==> src/rtl/lcb_responder.sv <==
// LCB emulator: receives a fixed-length 8N1 request and, on an address match, streams
// RESP_BYTES bytes from a ROM-style source back over RS-485 with direction control.
module lcb_responder #(
    parameter int         BIT_DIV    = 16,
    parameter int         RQ_BYTES   = 4,
    parameter int         RESP_BYTES = 16,
    parameter logic [7:0] DEV_ADDR   = 8'h15,
    parameter int         TURN_BITS  = 4,
    parameter int         GAP_BITS   = 20
) (
    input  logic       clk,
    input  logic       rst,
    input  logic       rx,
    output logic       tx,
    output logic       dirTX,
    output logic       dirRX,
    output logic [7:0] rdAddr,
    output logic       rdEn,
    input  logic [7:0] rdData,
    output logic       busy,
    output logic       frameOk,
    output logic       frameErr
);

    localparam int TURN_TICKS = TURN_BITS * BIT_DIV;
    localparam int GAP_TICKS  = GAP_BITS * BIT_DIV;
    localparam int TW = $clog2((TURN_TICKS > BIT_DIV) ? TURN_TICKS : BIT_DIV) + 1;
    localparam int GW = $clog2(GAP_TICKS) + 1;
    localparam int CW = $clog2(RQ_BYTES + 1);

    localparam logic [TW-1:0] BIT_LAST  = TW'(BIT_DIV - 1);
    localparam logic [TW-1:0] HALF_LAST = TW'(BIT_DIV / 2 - 1);
    localparam logic [TW-1:0] TURN_LAST = TW'(TURN_TICKS - 1);
    localparam logic [GW-1:0] GAP_LAST  = GW'(GAP_TICKS - 1);
    localparam logic [CW-1:0] RQ_LAST   = CW'(RQ_BYTES - 1);
    localparam logic [4:0]    RESP_LAST = 5'(RESP_BYTES - 1);

    typedef enum logic [2:0] {R_IDLE, R_START, R_DATA, R_STOP, R_WAITHI} rxState_t;
    typedef enum logic [2:0] {M_LISTEN, M_TURN, M_PRE, M_TX, M_REL} mainState_t;

    rxState_t   rxState, rxNext;
    mainState_t mainState, mainNext;

    logic          rxMeta, rxSync, rxPrev;
    logic [TW-1:0] rxTmr;
    logic [2:0]    rxBit;
    logic [7:0]    rxShift, addrByte, startIdx;
    logic [CW-1:0] rqCnt;
    logic [GW-1:0] gapTmr;
    logic          byteDone, stopBad, gapHit, rqLast, match;

    logic [TW-1:0] tmr;
    logic [3:0]    bitIdx;
    logic [4:0]    byteCnt;
    logic [9:0]    txShift;
    logic [7:0]    txByte;
    logic          rdValid, tick;

    // ---------------- receiver ----------------
    // The receiver is blind while a response is in progress.
    always_comb begin
        rxNext   = rxState;
        byteDone = 1'b0;
        stopBad  = 1'b0;
        case (rxState)
            R_IDLE:   if (mainState == M_LISTEN && rxPrev && !rxSync) rxNext = R_START;
            R_START:  if (rxTmr == HALF_LAST) rxNext = rxSync ? R_IDLE : R_DATA;
            R_DATA:   if (rxTmr == BIT_LAST && rxBit == 3'd7) rxNext = R_STOP;
            R_STOP: begin
                if (rxTmr == BIT_LAST) begin
                    if (rxSync) begin
                        rxNext   = R_IDLE;
                        byteDone = 1'b1;
                    end else begin
                        rxNext  = R_WAITHI;
                        stopBad = 1'b1;
                    end
                end
            end
            R_WAITHI: if (rxSync) rxNext = R_IDLE;
            default:  rxNext = R_IDLE;
        endcase
    end

    assign gapHit = (rxState == R_IDLE) && (rqCnt != '0) && (gapTmr == GAP_LAST);
    assign rqLast = byteDone && (rqCnt == RQ_LAST);
    assign match  = rqLast && (addrByte == DEV_ADDR);

    always_ff @(posedge clk) begin
        if (!rst) begin
            rxMeta   <= 1'b1;
            rxSync   <= 1'b1;
            rxPrev   <= 1'b1;
            rxState  <= R_IDLE;
            rxTmr    <= '0;
            rxBit    <= '0;
            rxShift  <= '0;
            rqCnt    <= '0;
            addrByte <= '0;
            startIdx <= '0;
            gapTmr   <= '0;
            frameOk  <= 1'b0;
            frameErr <= 1'b0;
        end else begin
            rxMeta   <= rx;
            rxSync   <= rxMeta;
            rxPrev   <= rxSync;
            rxState  <= rxNext;
            frameOk  <= match;
            frameErr <= stopBad || gapHit;

            if (rxNext != rxState || (rxState == R_DATA && rxTmr == BIT_LAST))
                rxTmr <= '0;
            else
                rxTmr <= rxTmr + 1'b1;

            if (rxState == R_START)
                rxBit <= '0;
            else if (rxState == R_DATA && rxTmr == BIT_LAST) begin
                rxShift <= {rxSync, rxShift[7:1]};
                rxBit   <= rxBit + 1'b1;
            end

            if (rxState == R_IDLE && rqCnt != '0 && !gapHit)
                gapTmr <= gapTmr + 1'b1;
            else
                gapTmr <= '0;

            if (stopBad || gapHit)
                rqCnt <= '0;
            else if (byteDone) begin
                if (rqCnt == CW'(0)) addrByte <= rxShift;
                if (rqCnt == CW'(1)) startIdx <= rxShift;
                rqCnt <= rqLast ? '0 : rqCnt + 1'b1;
            end
        end
    end

    // ---------------- responder ----------------
    assign tick = (tmr == BIT_LAST);

    always_comb begin
        mainNext = mainState;
        tx       = 1'b1;
        dirTX    = 1'b0;
        busy     = 1'b1;
        case (mainState)
            M_LISTEN: begin
                busy = 1'b0;
                if (match) mainNext = M_TURN;
            end
            M_TURN: if (tmr == TURN_LAST) mainNext = M_PRE;
            M_PRE: begin
                dirTX = 1'b1;
                if (tick) mainNext = M_TX;
            end
            M_TX: begin
                dirTX = 1'b1;
                tx    = txShift[0];
                if (tick && bitIdx == 4'd9 && byteCnt == RESP_LAST) mainNext = M_REL;
            end
            M_REL: begin
                dirTX = 1'b1;
                if (tick) mainNext = M_LISTEN;
            end
            default: begin
                busy     = 1'b0;
                mainNext = M_LISTEN;
            end
        endcase
    end

    assign dirRX = ~dirTX;

    always_ff @(posedge clk) begin
        if (!rst) begin
            mainState <= M_LISTEN;
            tmr       <= '0;
            bitIdx    <= '0;
            byteCnt   <= '0;
            txShift   <= '1;
            txByte    <= '0;
            rdValid   <= 1'b0;
            rdEn      <= 1'b0;
            rdAddr    <= '0;
        end else begin
            mainState <= mainNext;
            rdEn      <= 1'b0;
            rdValid   <= rdEn;
            if (rdValid) txByte <= rdData;

            if (mainNext != mainState || (mainState == M_TX && tick))
                tmr <= '0;
            else
                tmr <= tmr + 1'b1;

            case (mainState)
                M_TURN: begin
                    if (mainNext == M_PRE) begin
                        rdEn   <= 1'b1;
                        rdAddr <= startIdx;
                    end
                end
                M_PRE: begin
                    if (tick) begin
                        txShift <= {1'b1, txByte, 1'b0};
                        bitIdx  <= '0;
                        byteCnt <= '0;
                    end
                end
                M_TX: begin
                    if (tick) begin
                        if (bitIdx == 4'd9) begin
                            // Next byte follows the stop bit with no idle gap.
                            bitIdx  <= '0;
                            byteCnt <= byteCnt + 1'b1;
                            txShift <= {1'b1, txByte, 1'b0};
                        end else begin
                            bitIdx  <= bitIdx + 1'b1;
                            txShift <= {1'b1, txShift[9:1]};
                            if (bitIdx == 4'd8 && byteCnt != RESP_LAST) begin
                                rdEn   <= 1'b1;
                                rdAddr <= rdAddr + 8'd1;
                            end
                        end
                    end
                end
                default: ;
            endcase
        end
    end

endmodule

==> config.mk <==
export PLATFORM = sky130hd
export DESIGN_NAME = lcb_responder
export DESIGN_NICKNAME = d
export VERILOG_FILES = /design/src/rtl/lcb_responder.sv
export SDC_FILE = /design/constraint.sdc
export NUM_CORES = 1
export LEC_CHECK = 0
export CORE_MARGIN = 2
export CORE_UTILIZATION = 54
export DETAILED_ROUTE_END_ITERATION = 16
export PLACE_DENSITY = 0.78
export SLEW_MARGIN = 20
export SYNTH_ARGS = -nofsm -noshare
export SYNTH_HDL_FRONTEND = slang
export SYNTH_SLANG_ARGS = --single-unit
export TNS_END_PERCENT = 50
==> constraint.sdc <==
create_clock -name clk -period 1.9 [get_ports clk]
set_input_delay 0.19 -clock clk [delete_from_list [all_inputs] [get_ports clk]]
set_output_delay 0.19 -clock clk [all_outputs]
set_load 0.05 [all_outputs]
### Yosys cells after proc, flatten, opt, wreduce, memory -nomap -nowiden

Cells that the tools add are included.

| storage, ports and cells | value |
|---|---|
| bits in registers | 102 |
| input port bits | 11 |
| output and inout bits | 15 |
| word-level logic and storage cells | 147 |

| cells by class | value |
|---|---|
| add/subtract/negate cells | 8 |
| eq/ne operators | 30 |
| mux-type cells | 46 |
| bitwise operators | 4 |
| reductions and logical operators | 37 |

Operators with widths:

| operator | number |
|---|---|
| 2-to-1 mux 3 bit | 12 |
| 2-to-1 mux 8 bit | 4 |
| one-hot mux 3 bit (5 select lines) | 2 |
| 2-to-1 mux 10 bit | 2 |
| one-hot mux 10 bit (2 select lines) | 1 |
| == test 3 x 2 -> 1 bit, second input constant | 6 |
| one-hot mux 8 bit (2 select lines) | 1 |
| 2-to-1 mux 5 bit | 3 |
| adder 7 x 1 -> 7 bit, second input constant | 2 |
| == test 7 x 4 -> 1 bit, second input constant | 2 |
| logical AND 1 bit | 13 |
| 2-to-1 mux 1 bit | 13 |
| 2-to-1 mux 4 bit | 3 |
| adder 10 x 1 -> 10 bit, second input constant | 1 |
| == test 10 x 9 -> 1 bit, second input constant | 1 |
| one-hot mux 5 bit (2 select lines) | 1 |
| == test 3 x 1 -> 1 bit, second input constant | 3 |
| == test 3 bit, second input constant | 3 |
| zero test 3 bit | 3 |
| 2-to-1 mux 9 bit | 1 |
| AND reduction 3 bit | 3 |
| adder 8 x 1 -> 8 bit, second input constant | 1 |
| == test 4 bit, second input constant | 2 |
| == test 8 x 5 -> 1 bit, second input constant | 1 |
| 24 further kinds | 41 |

### Logic depth before layout (Yosys ltp)

| logic depth | value |
|---|---|
| depth in word-level cells | 10 |
| gate-level depth with buffers | 8 |
| depth with buffers taken out | 7 |

### Worst setup path after synthesis

OpenSTA, ideal clock, no wires.

| path | value |
|---|---|
| path type | register to register |
| start point | reg byteCnt[0] |
| end point | reg rdAddr[0] |
| setup time | 0.119 ns |
| data arrival time | 1.943 ns |
| required time | 1.781 ns |
| path slack | -0.161 ns |
| stages on the path, launching flop included | 9 |
| path buffers | 1 |
| path through | dfxtp_1 ha_1 and3_1 ha_1 nor2_1 a41oi_1 or2_1 clkbuf_1 o221a_2 |

| on the way | value |
|---|---|
| word-level cells in the longest chain between the ends | 7 |
| elaborated cells between the ends (all ways) | 10 |
| classes of those cells | 5 x eq/ne; 2 x mux; 3 x reduce/logical |

Ends and longest elaborated chain:

| what | RTL line | text |
|---|---|---|
| start: declaration | 54 | `logic [4:0] byteCnt;` |
| start signal: assignment | 216 | `byteCnt <= byteCnt + 1'b1;` |
| == test 5 x 4 -> 1 bit | 160 | `if (tick && bitIdx == 4'd9 && byteCnt == RESP_LAST) mainNext = M_REL;` |
| logical AND 1 bit | 160 |  |
| 2-to-1 mux 3 bit | 160 |  |
| one-hot mux 3 bit (5 select lines) | 147 | `case (mainState)` |
| == test 3 x 2 -> 1 bit | 199 | `if (mainNext == M_PRE) begin` |
| inequality test 2 bit (no line) | - |  |
| AND reduction 5 bit (no line) (*) | - |  |
| end signal: assignment | 201 | `rdAddr <= startIdx;` |
| end signal: assignment | 223 | `rdAddr <= rdAddr + 8'd1;` |
| end: declaration | 17 | `output logic [7:0] rdAddr,` |

Every way passes the cells marked *; elsewhere a longest branch is shown, timed or not.
A chain may end at the register's enable or synchronous reset.

### Worst setup path in the final report

| path | value |
|---|---|
| start point | reg rxTmr[5] |
| end point | reg mainState[0] |

| on the way | value |
|---|---|
| word-level cells in the longest chain between the ends | 7 |

Ends and longest elaborated chain:

| what | RTL line | text |
|---|---|---|
| start: declaration | 45 | `logic [TW-1:0] rxTmr;` |
| start signal: assignment | 115 | `rxTmr <= rxTmr + 1'b1;` |
| == test 7 x 4 -> 1 bit | 70 | `if (rxTmr == BIT_LAST) begin` |
| 2-to-1 mux 1 bit | 70 |  |
| 2-to-1 mux 1 bit | 65 | `case (rxState)` |
| logical AND 1 bit | 86 | `assign rqLast = byteDone && (rqCnt == RQ_LAST);` |
| logical AND 1 bit | 87 | `assign match = rqLast && (addrByte == DEV_ADDR);` |
| 2-to-1 mux 3 bit | 150 | `if (match) mainNext = M_TURN;` |
| one-hot mux 3 bit (5 select lines) | 147 |  |
| end signal: assignment | 187 | `mainState <= mainNext;` |
| end: declaration | 42 | `mainState_t mainState, mainNext;` |

Every way passes these cells.

==> summary.txt <==
Run status
  • Status: finished with violations
  • Failing checks: setup timing

Route
  • Initial DRC count: about 200
  • Vias per cell: roughly 5.9
  • Vias post-DR: 4028
  • Post-Route WL: about 11 mm
  • Post-DRT Antenna Nets: 0
  • 1st-pass router iterations: 4
  • DRC Markers: 0
  • Drt wl/cell: about 15 um

Timing
  • Slew @ Worst Pin: approximately 0.56 ns
  • RSZ-0062 raised after global routing: true
  • Final hold vios: 0
  • Setup violators final: 1
  • Fin Clk Skew: approximately 0.0094 ns
  • Final min period: 1.91 ns
  • Final worst setup slack: -0.00649 ns
  • Relative slew slack: 61.9%
  • Final period util: 100%
  • Achievable Freq: roughly 0.52 GHz
  • Slew Viols, Final: 0
  • Final hold slack: between 0.3 and 0.4 ns

Yosys
  • Fraction of registers with async set/reset: 0%
  • Number of flops mapped to enable cells by yosys: 0
  • Top cell type's share of synthesized area: 43.4%
  • Syn. warnings: 0
  • Largest cells by area after synthesis: dfxtp_1 43%, mux2i_1 5.6%, nor2_1 5.2%
  • Area leader, netlist: dfxtp_1
  • Yosys reg bits: 101
  • Mean Syn Cell Area: a little under 9 um^2
  • Mapped Area: 4660 um^2
  • Post-synth net total: approximately 560
  • Post-Synthesis Cells: roughly 530
  • Ys flop type: dfxtp_1
  • Sequential element share of the synthesized area: a little over two fifths
  • Synth cell types: approximately 60

Critical path
  • Startpoint type of the worst setup path: register
  • Arr. time, crit path: between 2 and 2.5 ns
  • CP max FO: 6
  • Worst setup path category: reg2reg
  • Worst path required time: approximately 2.2 ns
  • Worst Setup End Kind: register

Pwr
  • PwrDens: about 640 nW/um^2
  • Peak supply drop: 0.000503 V
  • P_leak: roughly 2 nW

Clocking
  • Clock slew seen by the registers of the worst setup and hold paths: 0.10 ns
  • Clock H-tree levels: 3
  • Sink Count: a little over 100
  • Post-CTS Hold Fix Bufs: 0
  • Total CTS buffers: 9
  • CTS root buf: clkbuf_8
  • Max clock buf depth: 2
  • CTS tree: built
  • Worst-skew pair later-pin latency: about 0.37 ns

Placed design
  • DP HPWL: around 7 mm
  • DP Worst Slack: -0.149 ns
  • I/O Buffers: 25
  • Gpl congestion: ~0.84

Die
  • Die area: 9380 um^2
  • Chip Height: around 97 um
  • # IOs: 26
  • Site row count: 33
  • Starting Density: about 56%
  • Core area: just over 8000 um^2
  • Die X: between 90 and 100 um

Worst hold path
  • Min-delay worst type: in2reg

Cells and area
  • Nets: ~600
  • Final core occ: between 60% and 70%
  • # diodes: 0
  • Share of cells above drive strength 1: 17.7%
  • Area grow syn2layout: 20.3%

Run
  • Maxcap violations: 0

Global route
  • Total grt overflow: 0
  • All-Layer GR Usage: roughly 22%
  • Initial antenna violation count: 0
  • Global-route wire length before repair: 17.3 mm
  • Number of global-route vias before repair: approximately 3900
  • Largest net degree at the start of global routing: 47
cells in the final DEF (no fill, tap or decap), types with 5 or more instances in the layout:
cell type	Yosys	final
buf_4	1	41
mux2i_1	26	26
nand2b_1	7	6
nand2_1	48	48
dfxtp_2	0	5
xnor2_1	13	13
ha_1	14	10
inv_1	14	14
nand4_1	5	5
a21oi_1	25	23
o21ai_0	11	11
dfxtp_1	101	96
xor2_1	7	7
nor2b_1	7	6
and3_1	6	6
clkbuf_8	0	10
a211oi_2	0	5
nor3_1	17	16
o311ai_0	10	6
nor2_1	65	64
clkdlybuf4s50_1	0	20
nor4_1	9	9
nand3b_1	5	5
nand3_1	29	27
path summary, 6_finish.rpt:
check,cells past startpoint,to,start,slack [ns]
max,4,mainState[0],rxTmr[5],-0.006
min,2,rxMeta,rx,0.40
max reg2reg,4,mainState[0],rxTmr[5],-0.006
min reg2reg,1,rxSync,rxMeta,0.42
sequential cells by signal (all words and copies together), names as in the netlist, 4 cells and up:
name,flops
gapTmr,10
txShift,9
addrByte,8
rdAddr,8
rxShift,8
startIdx,8
txByte,8
rxTmr,7
tmr,7
byteCnt,5
bitIdx,4
layer usage:
metal / up-vias / global-route usage (%) / routed length [um]
met4: 0 / 6.28 / 106
met5: - / 0 / 0
li1: 1986 / - / -
met3: 13 / 5.92 / 523
met1: 1925 / 25.5 / 4520
met2: 104 / 39.3 / 5400
cell families after synthesis:
logic type	share of synthesized area (%)
compound gates	12.7
xor+xnor	3.76
fa+ha+maj	3.76
buf+inv	4.38
flops	43.4
mux	5.59
simple gates	26.4
final cells by class:
cell class | instances | area, um^2
fill | 648 | 2700
multi-input combinational | 382 | 2580
sequential | 101 | 2030
timing repair buffer | 68 | 614
clock buffer | 10 | 138
tap | 105 | 131
clock inverter | 6 | 55.1
inverter | 14 | 52.6
worst max-delay path, cell delays in order (launching register included):
cell     delay (ns)
dfxtp_2        0.33
or4b_4         0.57
or3_4          0.39
or4_4          0.43
a21oi_2        0.13
Yosys cell counts, types with 5 or more instances:
cell      count
xor2_1        7
nand2b_1      7
xnor2_1      13
and3_1        6
dfxtp_1     101
a21oi_1      25
o311ai_0     10
nand3b_1      5
a211oi_1      8
o21ai_0      11
nor2b_1       7
nand2_1      48
inv_1        14
nor4_1        9
nand4_1       5
nor3_1       17
or3_1         5
o32ai_1       5
mux2i_1      26
nor2_1       65
nand3_1      29
clkbuf_1     27
ha_1         14
where the power goes:
part	switching (mW)	internal (mW)
sequential	0.0123	2.13
clock	0.784	0.535
combinational	0.0637	0.0505
timing repair:
item,4_1_cts,5_1_grt
buffers inserted,1,9
endpoints found under the setup margin,29,62
pin swaps,3,5
gates resized for setup,13,28
stage by stage:
| step | total power [mW] | TNS [ns] | cell area, um^2 | cells |
|---|---|---|---|---|
| 3_3_place_gp | 2.29 | -0.462 | 5180 | 660 |
| 4_1_cts | 3.59 | -0.0254 | 5430 | 677 |
| 5_1_grt | 3.70 | -0.916 | 5600 | 686 |
| 2_1_floorplan | 2.25 | -1.48 | 4700 | 532 |
| 3_5_place_dp | 2.30 | -1.18 | 5180 | 660 |
| 6_report | 3.57 | -0.00649 | 5600 | 686 |
Power figures use the tool's default switching activity.
